--- src/rtl/acc_ctrl_pkg.sv ---
// Shared types and constants for the accumulator-machine control unit.
package acc_ctrl_pkg;

    localparam int unsigned OP_W  = 3;
    localparam int unsigned ALU_W = 2;
    localparam int unsigned CNT_W = 4;

    typedef enum logic [3:0] {
        ST_INIT   = 4'd0,
        ST_IDLE   = 4'd1,
        ST_FETCH  = 4'd2,
        ST_DECODE = 4'd3,
        ST_MEM_RD = 4'd4,
        ST_LD_AB  = 4'd5,
        ST_EXEC   = 4'd6,
        ST_WB_ALU = 4'd7,
        ST_WB_LDA = 4'd8,
        ST_STORE  = 4'd9,
        ST_JUMP   = 4'd10
    } state_e;

    localparam logic [OP_W-1:0] OP_ADD = 3'b000;
    localparam logic [OP_W-1:0] OP_SUB = 3'b001;
    localparam logic [OP_W-1:0] OP_AND = 3'b010;
    localparam logic [OP_W-1:0] OP_NOT = 3'b011;
    localparam logic [OP_W-1:0] OP_LDA = 3'b100;
    localparam logic [OP_W-1:0] OP_STA = 3'b101;
    localparam logic [OP_W-1:0] OP_JMP = 3'b110;
    localparam logic [OP_W-1:0] OP_JZ  = 3'b111;

    localparam logic [ALU_W-1:0] ALU_ADD = 2'b00;
    localparam logic [ALU_W-1:0] ALU_SUB = 2'b01;
    localparam logic [ALU_W-1:0] ALU_AND = 2'b10;
    localparam logic [ALU_W-1:0] ALU_NOT = 2'b11;

    // Mux selects: 0 picks the first datapath input, 1 the second.
    localparam logic SEL_PC  = 1'b0;
    localparam logic SEL_IR  = 1'b1;
    localparam logic SEL_ALU = 1'b0;
    localparam logic SEL_MDR = 1'b1;
    localparam logic SEL_A   = 1'b0;
    localparam logic SEL_PCX = 1'b1;
    localparam logic SEL_B   = 1'b0;
    localparam logic SEL_ONE = 1'b1;

    typedef struct packed {
        logic             pc_init;
        logic             pc_write;
        logic             pc_write_cond;
        logic             pc_src;
        logic             i_or_d;
        logic             mem_read;
        logic             mem_write;
        logic             ir_write;
        logic             ld_acc;
        logic             acc_src;
        logic             ld_a;
        logic             ld_b;
        logic             a_src;
        logic             b_src;
        logic [ALU_W-1:0] alu_op;
        logic             busy;
        logic             instr_done;
    } ctrl_t;

endpackage

--- src/rtl/acc_ctrl_outdec.sv ---
// Moore control-vector decoder: state (plus latched IR opcode) -> datapath strobes.
module acc_ctrl_outdec
    import acc_ctrl_pkg::*;
(
    input  state_e          state_i,
    input  logic [OP_W-1:0] opcode_i,
    output ctrl_t           ctrl_c
);

    always_comb begin
        ctrl_c = '0;
        unique case (state_i)
            ST_INIT: ctrl_c.pc_init = 1'b1;
            ST_IDLE: ;
            ST_FETCH: begin
                ctrl_c.i_or_d   = SEL_PC;
                ctrl_c.mem_read = 1'b1;
                ctrl_c.ir_write = 1'b1;
                ctrl_c.a_src    = SEL_PCX;
                ctrl_c.b_src    = SEL_ONE;
                ctrl_c.alu_op   = ALU_ADD;
                ctrl_c.pc_src   = SEL_ALU;
                ctrl_c.pc_write = 1'b1;
                ctrl_c.busy     = 1'b1;
            end
            ST_DECODE: ctrl_c.busy = 1'b1;
            ST_MEM_RD: begin
                ctrl_c.i_or_d   = SEL_IR;
                ctrl_c.mem_read = 1'b1;
                ctrl_c.busy     = 1'b1;
            end
            ST_LD_AB: begin
                ctrl_c.ld_a = 1'b1;
                ctrl_c.ld_b = 1'b1;
                ctrl_c.busy = 1'b1;
            end
            ST_EXEC: begin
                ctrl_c.a_src  = SEL_A;
                ctrl_c.b_src  = SEL_B;
                ctrl_c.alu_op = opcode_i[ALU_W-1:0];
                ctrl_c.busy   = 1'b1;
            end
            ST_WB_ALU: begin
                ctrl_c.acc_src    = SEL_ALU;
                ctrl_c.ld_acc     = 1'b1;
                ctrl_c.alu_op     = opcode_i[ALU_W-1:0];
                ctrl_c.busy       = 1'b1;
                ctrl_c.instr_done = 1'b1;
            end
            ST_WB_LDA: begin
                ctrl_c.acc_src    = SEL_MDR;
                ctrl_c.ld_acc     = 1'b1;
                ctrl_c.busy       = 1'b1;
                ctrl_c.instr_done = 1'b1;
            end
            ST_STORE: begin
                ctrl_c.i_or_d     = SEL_IR;
                ctrl_c.mem_write  = 1'b1;
                ctrl_c.busy       = 1'b1;
                ctrl_c.instr_done = 1'b1;
            end
            ST_JUMP: begin
                ctrl_c.pc_src        = SEL_IR;
                ctrl_c.pc_write      = (opcode_i == OP_JMP);
                ctrl_c.pc_write_cond = (opcode_i == OP_JZ);
                ctrl_c.busy          = 1'b1;
                ctrl_c.instr_done    = 1'b1;
            end
            default: ctrl_c = '0;
        endcase
    end

endmodule

--- src/rtl/acc_controller.sv ---
// Multi-cycle sequencer for the accumulator datapath: start-up, run gating and instruction flow.
module acc_controller
    import acc_ctrl_pkg::*;
#(
    parameter int unsigned INIT_CYCLES = 2,
    parameter int unsigned OPW         = OP_W
) (
    input  logic           clk,
    input  logic           rst_n,
    input  logic           run,
    input  logic [OPW-1:0] opcode,
    input  logic           zero,
    output logic           PC_init,
    output logic           PCwrite,
    output logic           PCwrite_cond,
    output logic           PCsrc,
    output logic           IorD,
    output logic           MemRead,
    output logic           MemWrite,
    output logic           IRwrite,
    output logic           ldACC,
    output logic           ACCsrc,
    output logic           ldA,
    output logic           ldB,
    output logic           Asrc,
    output logic           Bsrc,
    output logic [1:0]     ALUop,
    output logic           busy,
    output logic           instr_done
);

    state_e           state_q, state_d;
    logic [CNT_W-1:0] cnt_q, cnt_d;
    ctrl_t            ctrl_c;

    // The branch condition is applied in the datapath through PCwrite_cond.
    logic unused_zero;
    assign unused_zero = zero;

    always_ff @(posedge clk or negedge rst_n) begin
        if (!rst_n) begin
            state_q <= ST_INIT;
            cnt_q   <= '0;
        end else begin
            state_q <= state_d;
            cnt_q   <= cnt_d;
        end
    end

    // run is only looked at on instruction boundaries (end of INIT, IDLE, last state).
    always_comb begin
        state_d = state_q;
        cnt_d   = '0;
        unique case (state_q)
            ST_INIT: begin
                cnt_d = cnt_q + CNT_W'(1);
                if (cnt_q == CNT_W'(INIT_CYCLES - 1)) begin
                    state_d = run ? ST_FETCH : ST_IDLE;
                end
            end
            ST_IDLE:   if (run) state_d = ST_FETCH;
            ST_FETCH:  state_d = ST_DECODE;
            ST_DECODE: begin
                unique case (opcode)
                    OP_ADD, OP_SUB, OP_AND, OP_LDA: state_d = ST_MEM_RD;
                    OP_NOT:                         state_d = ST_LD_AB;
                    OP_STA:                         state_d = ST_STORE;
                    default:                        state_d = ST_JUMP;
                endcase
            end
            ST_MEM_RD: state_d = (opcode == OP_LDA) ? ST_WB_LDA : ST_LD_AB;
            ST_LD_AB:  state_d = ST_EXEC;
            ST_EXEC:   state_d = ST_WB_ALU;
            ST_WB_ALU, ST_WB_LDA, ST_STORE, ST_JUMP:
                state_d = run ? ST_FETCH : ST_IDLE;
            default:   state_d = ST_INIT;
        endcase
    end

    acc_ctrl_outdec u_outdec (
        .state_i  (state_q),
        .opcode_i (opcode),
        .ctrl_c   (ctrl_c)
    );

    assign PC_init      = ctrl_c.pc_init;
    assign PCwrite      = ctrl_c.pc_write;
    assign PCwrite_cond = ctrl_c.pc_write_cond;
    assign PCsrc        = ctrl_c.pc_src;
    assign IorD         = ctrl_c.i_or_d;
    assign MemRead      = ctrl_c.mem_read;
    assign MemWrite     = ctrl_c.mem_write;
    assign IRwrite      = ctrl_c.ir_write;
    assign ldACC        = ctrl_c.ld_acc;
    assign ACCsrc       = ctrl_c.acc_src;
    assign ldA          = ctrl_c.ld_a;
    assign ldB          = ctrl_c.ld_b;
    assign Asrc         = ctrl_c.a_src;
    assign Bsrc         = ctrl_c.b_src;
    assign ALUop        = ctrl_c.alu_op;
    assign busy         = ctrl_c.busy;
    assign instr_done   = ctrl_c.instr_done;

endmodule

--- config.mk ---
export PLATFORM = sky130hd
export DESIGN_NAME = acc_controller
export DESIGN_NICKNAME = d
export VERILOG_FILES = /design/src/rtl/acc_ctrl_pkg.sv /design/src/rtl/acc_ctrl_outdec.sv /design/src/rtl/acc_controller.sv
export SDC_FILE = /design/constraint.sdc
export NUM_CORES = 1
export LEC_CHECK = 0
export ABC_AREA = 1
export BUFFER_PORTS_ARGS = -buffer_cell sky130_fd_sc_hd__buf_2
export CORE_MARGIN = 2
export CORE_UTILIZATION = 42
export DETAILED_ROUTE_END_ITERATION = 8
export PLACE_DENSITY_LB_ADDON = 0.25
export REMOVE_ABC_BUFFERS = 1
export SYNTH_ARGS = -nofsm -noshare
export SYNTH_HDL_FRONTEND = slang
export SYNTH_SLANG_ARGS = --single-unit
--- constraint.sdc ---
create_clock -name clk -period 1.2 [get_ports clk]
set_clock_uncertainty 0.05 [all_clocks]
set_input_delay 0.12 -clock clk [delete_from_list [all_inputs] [get_ports clk]]
set_output_delay 0.12 -clock clk [all_outputs]
set_load 0.1 [all_outputs]
==> impl_results.md, run 1 <==
- Status: aborted with a tool error
- Halt Stage: global routing
- Error: [ERROR DPL-0038] Utilization greater than 100%, impossible to legalize
- Post-DP Area: 1220 um^2
- Sinks on Clock Net: 8
- GRT worst endpoint: PCwrite
- Width of the die: 43.5 um
- Compound-Gate Fraction of Synth Area: 8.78%
- TritonCTS buffer count: 3
- Clock tree buffer depth: 2
- Largest net degree at the start of global routing: 9
- Ys Warns: 0
- Adder-Cell Fraction of Synth Area: 3.82%
- H-tree Lvls: 1
- Syn_area_per_cell: 6.69 um^2
- Synth Area in Simple Gates: 39.9%
- Number of port buffers: 23
- Largest family of logic cells by synthesized area: simple AND/OR/NAND/NOR gates
- Routability Congestion: 0.927
- Initial Util: 44.0%
- Worst End Pin Type: output port
- Row cnt: 14
- IO Pins: 25
- Die height: 43.5 um
- XOR/XNOR Fraction of Synth Area: 2.67%
- Unique masters post-synth: 23
- Mux share of post-synthesis cell area: 0%
- Seq/Total Area, Yosys: 30.5%
- Final HPWL DP: 1.80 mm
- Root buffer cell: clkbuf_4
- #FFs+latches synth: 8
- Cells after Synth: 98
- Syn Std Cell Area: 656 um^2
==> synthesized netlist by cell type (all sizes together) <==
cell,number,area share (%)
buf,3,3.4
o21a,1,1.1
o31ai,1,1.1
o21ai,6,4.6
o211ai,1,1.1
nand2,27,19
nand4,1,0.95
dfrtp,8,31
nand3,5,4.6
xor2,1,1.3
xnor2,1,1.3
nor3,1,0.76
nor3b,1,1.1
a21oi,1,0.76
inv,19,11
nor2,19,13
ha,2,3.8
==> per-stage QoR <==
| step | util [%] | setup slack, ps | instances | TNS (ps) | hold slack [ps] |
|---|---|---|---|---|---|
| floorplan | - | -2010 | 95 | -21470 | -226 |
| detailed placement | 81.8 | -331 | 158 | -3070 | -83.8 |
| CTS | 93.7 | -455 | 167 | -7050 | 138 |
| global placement | 81.8 | -198 | 158 | -1650 | -90.3 |
==> cells by family after synthesis <==
group,Yosys count
AOI/OAI and AO/OA,10
xor gates and xnor gates,2
adders and majority gates,2
buffers and inverters,22
DFF,8
and+or+nand+nor,54
==> what timing repair did <==
item | 4_1_cts
hold buffers | 1
gates cloned | 0
endpoints found under the hold margin | 8
endpoints found under the setup margin | 22
gates resized for setup | 40
pin swaps | 9
buffers inserted | 6
==> run 2: changes to the inputs <==
CORE_AREA = 2 2 63 65   (was not set)
CORE_MARGIN = not set   (was 2)
CORE_UTILIZATION = not set   (was 42)
DIE_AREA = 0 0 65 67   (was not set)
PLACE_DENSITY_LB_ADDON = 0.15   (was 0.25)
clock period = 1.6 ns   (was 1.2 ns; I/O delays follow)
==> impl_results.md, run 2 <==
- Core ar.: 3610 um^2
- Post-synth EDFFs: 0 (unchanged)
- Post-DP Area: 1110 um^2 (was 1220 um^2)
- Max incr delay on CP: 430 ps
- Area growth, synth to finish: 94.7%
- H-tree Lvls: 1 (unchanged)
- Worst setup slack after layout: -66.3 ps
- Width of the die: 65 um (was 43.5 um)
- Status: finished, violations left (was aborted with a tool error)
- Worst path cell trace: nand2_2, inv_2, nand2_4, o31ai_2, buf_4, buf_12
- Post-synth top area cell: dfrtp_1 (unchanged)
- Die height: 67 um (was 43.5 um)
- ANT cells: 0
- Area occupied by multi-input gates: 425 um^2
- WHS: 170 ps
- Clock slew at reported path FFs: 40 ps
- Drt wl/cell: 10.2 um
- Post-synth top cells: nand2_1 (21), inv_1 (16), nor2_1 (15) (unchanged)
- Slew HR: 83.4%
- Routed vias/inst: 3.97
- CTS tree: yes
- Regs by FF count: cnt_q x4, state_q x4
- Final #Nets: 142
- TritonCTS buffer count: 3 (unchanged)
- CP Data Arrival Time: 1460 ps
- Initial Util: 18.2% (was 44.0%)
- Period utilization: 104%
- Final setup viols: 4
- CP bufs+invs: 3
- Max-cap violations: 0
- Top post-synthesis cells by area: dfrtp_1 (31%), nand2_1 (12%), inv_1 (9.2%), nor2_1 (8.6%), o21ai_0 (4.6%) (unchanged)
- Fin area: 1280 um^2
- First-pass GRT wire length: 3.19 mm
- Crit end category: output pin
- #FFs+latches synth: 8 (unchanged)
- Initial antenna violation count: 0
- DR DRC count: 0
- Critical Path Fanout Max: 4
- Clock tree buffer depth: 2 (unchanged)
- CP max-delay cell: dfrtp_2
- Row cnt: 22 (was 14)
- First drt pass iteration count: 4
- Unique masters post-synth: 23 (unchanged)
- Violated checks: setup timing
- Synth async-reset ratio: 100% (unchanged)
- Kind of critical path: register to output pin
- Hold WC Path Type: primary input to register
- Most common cell after layout, fill and taps aside: nand2_1
- Die area: 4360 um^2
- Syn Std Cell Area: 656 um^2 (unchanged)
- Post-route ant nets: 0
- Worst-Skew Late Latency: 220 ps
- Slew @ Worst Pin: 248 ps
- Layout cell share with drive strength beyond 1: 50.4%
- Fillcell total: 374
- Final Routed Wirelength: 1.82 mm
- CP delay by family, top: flip-flops
- Most frequent cells in the layout: nand2_1 (20), buf_12 (17), inv_1 (11)
- IO Pins: 25 (unchanged)
- GR Overflow Total: 0
- Period minus WS final: 1670 ps
- Ys Warns: 0 (unchanged)
- Largest net degree at the start of global routing: 9
- Number of port buffers: 23 (unchanged)
- Yosys top cell area share: 30.5% (unchanged)
- Place WS: 95.6 ps (was -331 ps)
- Seq/Total Area, Yosys: 30.5% (unchanged)
- Vias: 711
- Slew Limit Fails: 0
- Syn_area_per_cell: 6.69 um^2 (unchanged)
- Iter 0 DRT Violations: 5
- Reg area: 203 um^2
- FMAX: 0.600 GHz
- CP startpoint kind: register
- Ys flop type: dfrtp_1 (unchanged)
- Unrepaired setup endpoints after global routing: yes
- Tot GR Track Use: 9.32%
- Required time worst endpoint: 1390 ps
- Vias in the first global route: 750
- Routability Congestion: 0.817 (was 0.927)
- Final hold violations: 0
- Root buffer cell: clkbuf_8 (was clkbuf_4)
- Cells after Synth: 98 (unchanged)
- Sinks on Clock Net: 8 (unchanged)
- Top-count cell post-synth: nand2_1 (unchanged)
- Final HPWL DP: 1.44 mm (was 1.80 mm)
-- run 2: cell counts after synthesis --
Identical to the previous run, type by type.
-- run 2: cell families after synthesis --
family          count (synthesis)  share of synthesized area, %
compound gates                 10                          8.78
xor+xnor                        2                          2.67
fa+ha+maj                       2                          3.82
buf+inv                        22                          14.3
flops                           8                          30.5
simple gates                   54                          39.9
-- run 2: timing repair --
action	in CTS	in global routing
setup endpoints to repair	12	13
buffers inserted	3	2
pin swaps	2	1
hold endpoints to repair	8	0
gates resized for setup	18	11
hold buffers	1	0
-- run 2: per-layer routing --
layer / track usage [%] / up-vias / wire (um)
li1: - / 362 / -
met1: 11.3 / 327 / 785
met2: 15.5 / 18 / 926
met3: 3.21 / 4 / 82
met4: 2.93 / 0 / 27
met5: 0 / - / 0
-- run 2: cell type report --
cell class,count,share of cell area (%)
clock buffer,3,3.24
inverter,19,5.59
multi-input combinational,68,33.3
sequential,8,15.9
tap,48,4.71
timing repair buffer,33,37.3
-- run 2: through the flow --
step                setup TNS, ps  utilization [%]  cells
floorplan                  -14330                -     95
global placement                0             30.7    170
detailed placement              0             30.7    170
CTS                          -137             34.1    177
global route                 -790             35.4    179
finish                       -116             35.4    179
-- run 2: path summary, 6_finish.rpt --
kind                       startpoint    endpoint  slack (ps)  cells after the start
max in group asynchronous       rst_n  state_q[3]        1060                      2
min in group asynchronous       rst_n    cnt_q[2]         260                      2
setup / recovery           state_q[3]     PCwrite         -70                      6
hold / removal                    run  state_q[1]         170                      3
hold reg to reg              cnt_q[0]    cnt_q[0]         440                      1
setup reg to reg           state_q[2]  state_q[0]         290                      7
-- run 2: tightest hold or removal path, stage by stage --
cell,delay (ps)
buf_2,90
a21oi_1,60
nor2_1,90
Power of run 2 is not shown: default switching activity piles up to over one toggle a cycle in this logic, so the estimate is an artifact.
